<file path="config.mk">
export PLATFORM = sky130hd
export DESIGN_NAME = mux_rr_sel
export DESIGN_NICKNAME = d
export VERILOG_FILES = /design/src/rtl/mux_rr_sel.sv
export SDC_FILE = /design/constraint.sdc
export NUM_CORES = 1
export LEC_CHECK = 0
export CAP_MARGIN = 20
export CORE_MARGIN = 8
export CORE_UTILIZATION = 45
export DETAILED_ROUTE_END_ITERATION = 12
export PLACE_DENSITY = 0.83
export SLEW_MARGIN = 20
export SYNTH_ARGS = -nofsm -noshare
export SYNTH_HDL_FRONTEND = slang
export SYNTH_SLANG_ARGS = --single-unit
</file>
<file path="constraint.sdc">
create_clock -name clk_i -period 2.66 [get_ports clk_i]
set_input_delay 0.532 -clock clk_i [delete_from_list [all_inputs] [get_ports clk_i]]
set_output_delay 0.532 -clock clk_i [all_outputs]
set_load 0.02 [all_outputs]
</file>
<file path="src/rtl/mux_rr_sel.sv">
// -----------------------------------------------------------------------------
// mux_rr_sel
//
// Purpose:
//   Round-robin select sequencer for a 4-to-1 data multiplexer. It arbitrates
//   among four level requesters and offers the chosen mux input downstream with
//   a valid/ready handshake. The mux select is registered and changes only when
//   an offer starts or a transfer completes, so the mux output never glitches
//   while it is being offered. The served source gets a one-cycle acknowledge
//   after its transfer, and a wrapping counter tracks completed transfers.
//
// Ports:
//   clk_i       in   1      single clock, rising edge
//   rst_ni      in   1      synchronous active-low reset
//   req_i       in   4      level request per source (bit k = mux input k)
//   ready_i     in   1      downstream accepts the offered data this cycle
//   sel_o       out  2      registered mux select
//   grant_o     out  4      one-hot copy of sel_o while valid_o is high, else 0
//   valid_o     out  1      sel_o / mux output offered downstream
//   ack_o       out  4      one-cycle pulse to the source served on the last edge
//   xfer_cnt_o  out  CNT_W  completed transfer count, wraps modulo 2^CNT_W
// -----------------------------------------------------------------------------
module mux_rr_sel #(
  parameter int unsigned CNT_W = 8
) (
  input  logic             clk_i,
  input  logic             rst_ni,
  input  logic [3:0]       req_i,
  input  logic             ready_i,
  output logic [1:0]       sel_o,
  output logic [3:0]       grant_o,
  output logic             valid_o,
  output logic [3:0]       ack_o,
  output logic [CNT_W-1:0] xfer_cnt_o
);

  typedef enum logic [0:0] {
    ST_IDLE  = 1'b0,
    ST_OFFER = 1'b1
  } state_e;

  // Round-robin pick: returns {found, index} of the first set bit of req in the
  // order last+1, last+2, last+3, last (mod 4). The loop walks the order
  // backwards so the earliest candidate overwrites later ones.
  function automatic logic [2:0] rr_pick(input logic [3:0] req,
                                         input logic [1:0] last);
    logic [2:0] res;
    logic [1:0] idx;
    res = 3'b000;
    for (int k = 4; k >= 1; k--) begin
      idx = last + 2'(k);
      if (req[idx]) begin
        res = {1'b1, idx};
      end else begin
        res = res;
      end
    end
    return res;
  endfunction

  // One-hot decode of a 2-bit index.
  function automatic logic [3:0] onehot4(input logic [1:0] idx);
    return 4'b0001 << idx;
  endfunction

  state_e           state_q, state_d;
  logic [1:0]       ptr_q, ptr_d;
  logic [1:0]       sel_q, sel_d;
  logic [3:0]       grant_q, grant_d;
  logic             valid_q, valid_d;
  logic [3:0]       ack_q, ack_d;
  logic [CNT_W-1:0] cnt_q, cnt_d;

  logic [3:0]       arb_req_s;
  logic [1:0]       arb_last_s;
  logic             arb_hit_s;
  logic [1:0]       arb_idx_s;

  // Arbitration inputs. In OFFER the decision is only used on a transfer, at
  // which point the pointer becomes sel and the served source is masked out for
  // this one decision; in IDLE the plain requests are searched from ptr.
  always_comb begin
    arb_req_s  = req_i;
    arb_last_s = ptr_q;
    if (state_q == ST_OFFER) begin
      arb_req_s  = req_i & ~grant_q;
      arb_last_s = sel_q;
    end else begin
      arb_req_s  = req_i;
      arb_last_s = ptr_q;
    end
    {arb_hit_s, arb_idx_s} = rr_pick(arb_req_s, arb_last_s);
  end

  // Next-state logic for the IDLE/OFFER handshake FSM and its outputs.
  always_comb begin
    state_d = state_q;
    ptr_d   = ptr_q;
    sel_d   = sel_q;
    grant_d = grant_q;
    valid_d = valid_q;
    ack_d   = 4'b0000;
    cnt_d   = cnt_q;
    case (state_q)
      ST_IDLE: begin
        if (arb_hit_s) begin
          state_d = ST_OFFER;
          sel_d   = arb_idx_s;
          grant_d = onehot4(arb_idx_s);
          valid_d = 1'b1;
        end else begin
          // sel keeps its last value so the mux input does not move.
          grant_d = 4'b0000;
          valid_d = 1'b0;
        end
      end
      ST_OFFER: begin
        if (ready_i) begin
          ptr_d = sel_q;
          cnt_d = cnt_q + CNT_W'(1);
          ack_d = grant_q;
          if (arb_hit_s) begin
            // Back-to-back transfer: next offer starts on the same edge.
            state_d = ST_OFFER;
            sel_d   = arb_idx_s;
            grant_d = onehot4(arb_idx_s);
            valid_d = 1'b1;
          end else begin
            state_d = ST_IDLE;
            grant_d = 4'b0000;
            valid_d = 1'b0;
          end
        end else begin
          // An offer is never retracted, even if its request drops.
          state_d = ST_OFFER;
          sel_d   = sel_q;
          grant_d = grant_q;
          valid_d = 1'b1;
        end
      end
      default: begin
        state_d = ST_IDLE;
        grant_d = 4'b0000;
        valid_d = 1'b0;
      end
    endcase
  end

  // State and output registers with synchronous active-low reset; ptr resets to
  // 3 so that source 0 has first priority.
  always_ff @(posedge clk_i) begin
    if (!rst_ni) begin
      state_q <= ST_IDLE;
      ptr_q   <= 2'd3;
      sel_q   <= 2'd0;
      grant_q <= 4'b0000;
      valid_q <= 1'b0;
      ack_q   <= 4'b0000;
      cnt_q   <= '0;
    end else begin
      state_q <= state_d;
      ptr_q   <= ptr_d;
      sel_q   <= sel_d;
      grant_q <= grant_d;
      valid_q <= valid_d;
      ack_q   <= ack_d;
      cnt_q   <= cnt_d;
    end
  end

  assign sel_o      = sel_q;
  assign grant_o    = grant_q;
  assign valid_o    = valid_q;
  assign ack_o      = ack_q;
  assign xfer_cnt_o = cnt_q;

endmodule

</file>
After elaboration in Yosys (flattened, before gate mapping)
Index checks and enable logic that the tools add are counted.

storage, ports and cells
  register bits = 21
  input bits = 7
  output and inout bits = 19

cells by class
  add/sub/neg operators = 4
  magnitude comparators = 4
  equality and inequality tests = 1
  shift-type cells = 1
  multiplexer cells = 23
  bitwise operators = 3
  reduce and logical (&&, ||, !) cells = 2

operator list
  operator                                                               count
  2-bit by 3-bit < comparator with 1-bit output (second input constant)  4
  3-bit two-way mux                                                      4
  4-bit two-way mux                                                      3
  8-bit by 1-bit adder with 8-bit output (second input constant)         1
  1-bit binary-select mux with 2-bit select                              4
  4-bit case mux with 2 select lines                                     1
  1-bit two-way mux                                                      6
  2-bit two-way mux                                                      3
  2-bit adder (second input constant)                                    2
  4-bit bitwise AND                                                      1
  4-bit inverter                                                         1
  2-bit case mux with 2 select lines                                     1
  1-bit by 2-bit << shifter with 4-bit output (first input constant)     1
  3-bit AND reduction                                                    1
  2-bit by 1-bit adder with 2-bit output (second input constant)         1
  2-bit inequality test (second input constant)                          1
  1-bit case mux with 2 select lines                                     1
  2-bit AND reduction                                                    1
  1-bit inverter                                                         1

Logic depth before layout (Yosys ltp)
  depth after elaboration = 13
  depth in mapped cells = 6

Worst setup path before layout
Ideal clock, no wire load.

  kind = register to register
  start = register, netlist name valid_o
  end = register grant_q[2], in the netlist grant_o[2]
  library setup time = 117 ps
  data arrival time = 1560 ps
  required time = 2543 ps
  slack = 983 ps
  cell stages (with the launch flop) = 7
  buffers on the path = 1
  clock period less this slack = 1677 ps
  cells stage by stage = dfxtp_1 > buf_6 > mux2i_2 > nand3_1 > o221a_1 > and3_1 > a22o_1

RTL lines
  what                  line  text
  to (signal assigned)  164   grant_q <= grant_d;
  to (decl)             69    logic [3:0] grant_q, grant_d;

Worst setup path in the final report
  start = register valid_q, in the netlist valid_o
  end = output valid_o

RTL lines
  what                    line  text
  from (decl)             70    logic valid_q, valid_d;
  from (signal assigned)  165   valid_q <= valid_d;
  to (decl)               32    output logic valid_o,

No word-level cell between the ends.

==> run summary <==
Relative slew margins = 0.6181
Yosys reg bits = 21
Post-synth top area cell = dfxtp_1
Arr. time, crit path = 1690 ps
Root buffer cell = clkbuf_4
Core Rows = 17
Lkg Pwr = 0.4873 nW
WS Path Type = register to primary output
Antenna violations before repair = 0
Post-CTS Setup Inserts = 0
Avg Inst Size Synth = 9.195 sq um
Net count after synthesis = 114
Total of max-cap violations = 0
Die span in x = 62.54 um
Core footprint = 0.002127 sq mm
Number of max-slew violations in the final report = 0
Drt wl/cell = 14.33 um
First-pass GRT wire length = 3829 um
Setup Skew = 6.461 ps
Status = finished clean
TritonCTS buffer count = 3
Crit-path cells = clkdlybuf4s50_1
CP bufs+invs = 1
Power per Cell Area = 509.6 mW/mm^2
Setup ws final = 439.9 ps
Layout cell share with drive strength beyond 1 = 0.06107
Async SR Flop Fraction = 0
Post-CTS sizing = 0
Nets = 140
Total power = 0.6440 mW
Period utilization = 0.8346
Via Count = 881
Area contributors post-synth = dfxtp_1 43%, nand2_1 5.0%, xnor2_1 4.5%
CTS Buffer Depth = 2
FMAX = 450.4 MHz
DIE HEIGHT = 62.54 um
Post-synth top area share = 0.4313
Setup-failing EPs final = 0
Antenna cells = 0
Area Overhead vs Synth = 29.65%
Die area = 0.003911 sq mm
Peak supply drop = 0.0005293 V
Crit-path leading delay family = buffers and inverters
Total Routing Usage GR = 0.1163
Antenna Nets Post-Route = 0
Final hold violations = 0
Worst-path clk slew = 120 ps
Tmin final = 2220 ps
Post-synth EDFFs = 0
Unrepaired setup endpoints after global routing = false
Dpl hpwl = 1740 um
Yosys cell types = 35
Congestion Overflow GR = 0
Worst skew pair latency = 300 ps
DRT Pass-1 Iters = 4
CP max FO = 15
DRT iter0 DRCs = 30
Hold_buf cts = 0
HP Class = register to register
Least-Margin Pin Slew = 571.1 ps
Util after Layout = 0.5941
Syn. warnings = 0
Hold Worst Slack = 501.5 ps
Most frequent cell after synthesis = dfxtp_1
Via-per-instance ratio = 5.541
Placer congestion estimate = 0.8179
Mapped Cells = 106
Sink Count = 21
Max stage delay on crit path = 710 ps
Most frequent cells after synthesis = 21 x dfxtp_1, 13 x nand2_1, 6 x and2_1, 6 x and3_1
Slowest CP cell = clkdlybuf4s50_1
Pin count of the biggest net entering global routing = 21
CTS tree = done
Vias in the first global route = 815
Remaining DRCs = 0
Data required time of the critical path = 2130 ps
Final wirelength = 2278 um
Post-synthesis sequential area ratio = 0.4313
Setup TNS Final = 0 ps
Setup WS pre-CTS = 300.0 ps
Number of port buffers = 25
Critical Path End Type = primary output
Synth Cell Area = 974.7 sq um
Post-synth top flop = dfxtp_1
Starting density of the core = 0.4582
Number of filler cells placed in the layout = 203
Startpoint types = register
Io pins = 26
H-tree levels = 1
layout by cell type, fill, tap and decap left out, drive strengths merged, types with 2 or more instances in the layout:
cell / instances
clkbuf: 3
nor2: 4
o21ai: 6
dfxtp: 21
a21bo: 2
nand2b: 2
nor4: 2
xnor2: 5
o221a: 2
a22o: 2
a21boi: 7
and3: 6
nand4: 3
or3: 2
clkdlybuf4s50: 25
and2: 6
a21oi: 2
nand3: 3
mux2i: 3
nand2: 13
area by class of cell:
type	instances	area (sq um)	area share
repair buffers	25	250.2	0.1980
well taps	28	35.03	0.02772
multi-input cells	80	526.8	0.4168
clock inverters	1	5.005	0.003960
flip-flops and latches	21	420.4	0.3327
clock buffers	3	22.52	0.01782
inverters	1	3.754	0.002970
power breakdown:
group          total [mW]  internal [mW]  switching (mW)
sequential          0.353          0.331          0.0213
combinational       0.141         0.0687          0.0719
clock               0.151         0.0560          0.0948
metal layers:
layer  track usage  wire length, um
met1        0.1372              964
met2        0.1915             1106
met3       0.05018              191
met4       0.02279               14
met5             0                0
sequential cells by signal (all words and copies together) (netlist names):
| register | cells |
|---|---|
| xfer_cnt_o | 8 |
| valid_o | 1 |
| ack_o | 4 |
| grant_o | 4 |
| ptr_q | 2 |
| sel_o | 2 |
stage by stage:
step	instance area [sq um]	cells
2_1_floorplan	974.7	106
5_1_grt	1264	159
4_1_cts	1264	159
3_5_place_dp	1236	155
6_report	1264	159
3_3_place_gp	1236	155
final timing paths:
| path | cells after the start | slack [ps] | endpoint | start |
|---|---|---|---|---|
| worst max-delay path | 1 | 440 | valid_o | valid_o$_SDFF_PN0_ |
| worst max register to register | 4 | 610 | xfer_cnt_o[7]$_SDFFE_PN0P_ | valid_o$_SDFF_PN0_ |
| worst min-delay path | 2 | 500 | ptr_q[1]$_SDFFE_PN1P_ | ptr_q[1]$_SDFFE_PN1P_ |
| worst min register to register | 2 | 500 | ptr_q[1]$_SDFFE_PN1P_ | ptr_q[1]$_SDFFE_PN1P_ |
logic make-up after synthesis:
family	after synthesis	share of synthesized area
simple gates	44	0.2388
compound gates	26	0.1977
mux	4	0.04621
flops	21	0.4313
fa+ha+maj	1	0.01283
buf+inv	5	0.02823
xor+xnor	5	0.04493
(Power assumes the default switching activity.)
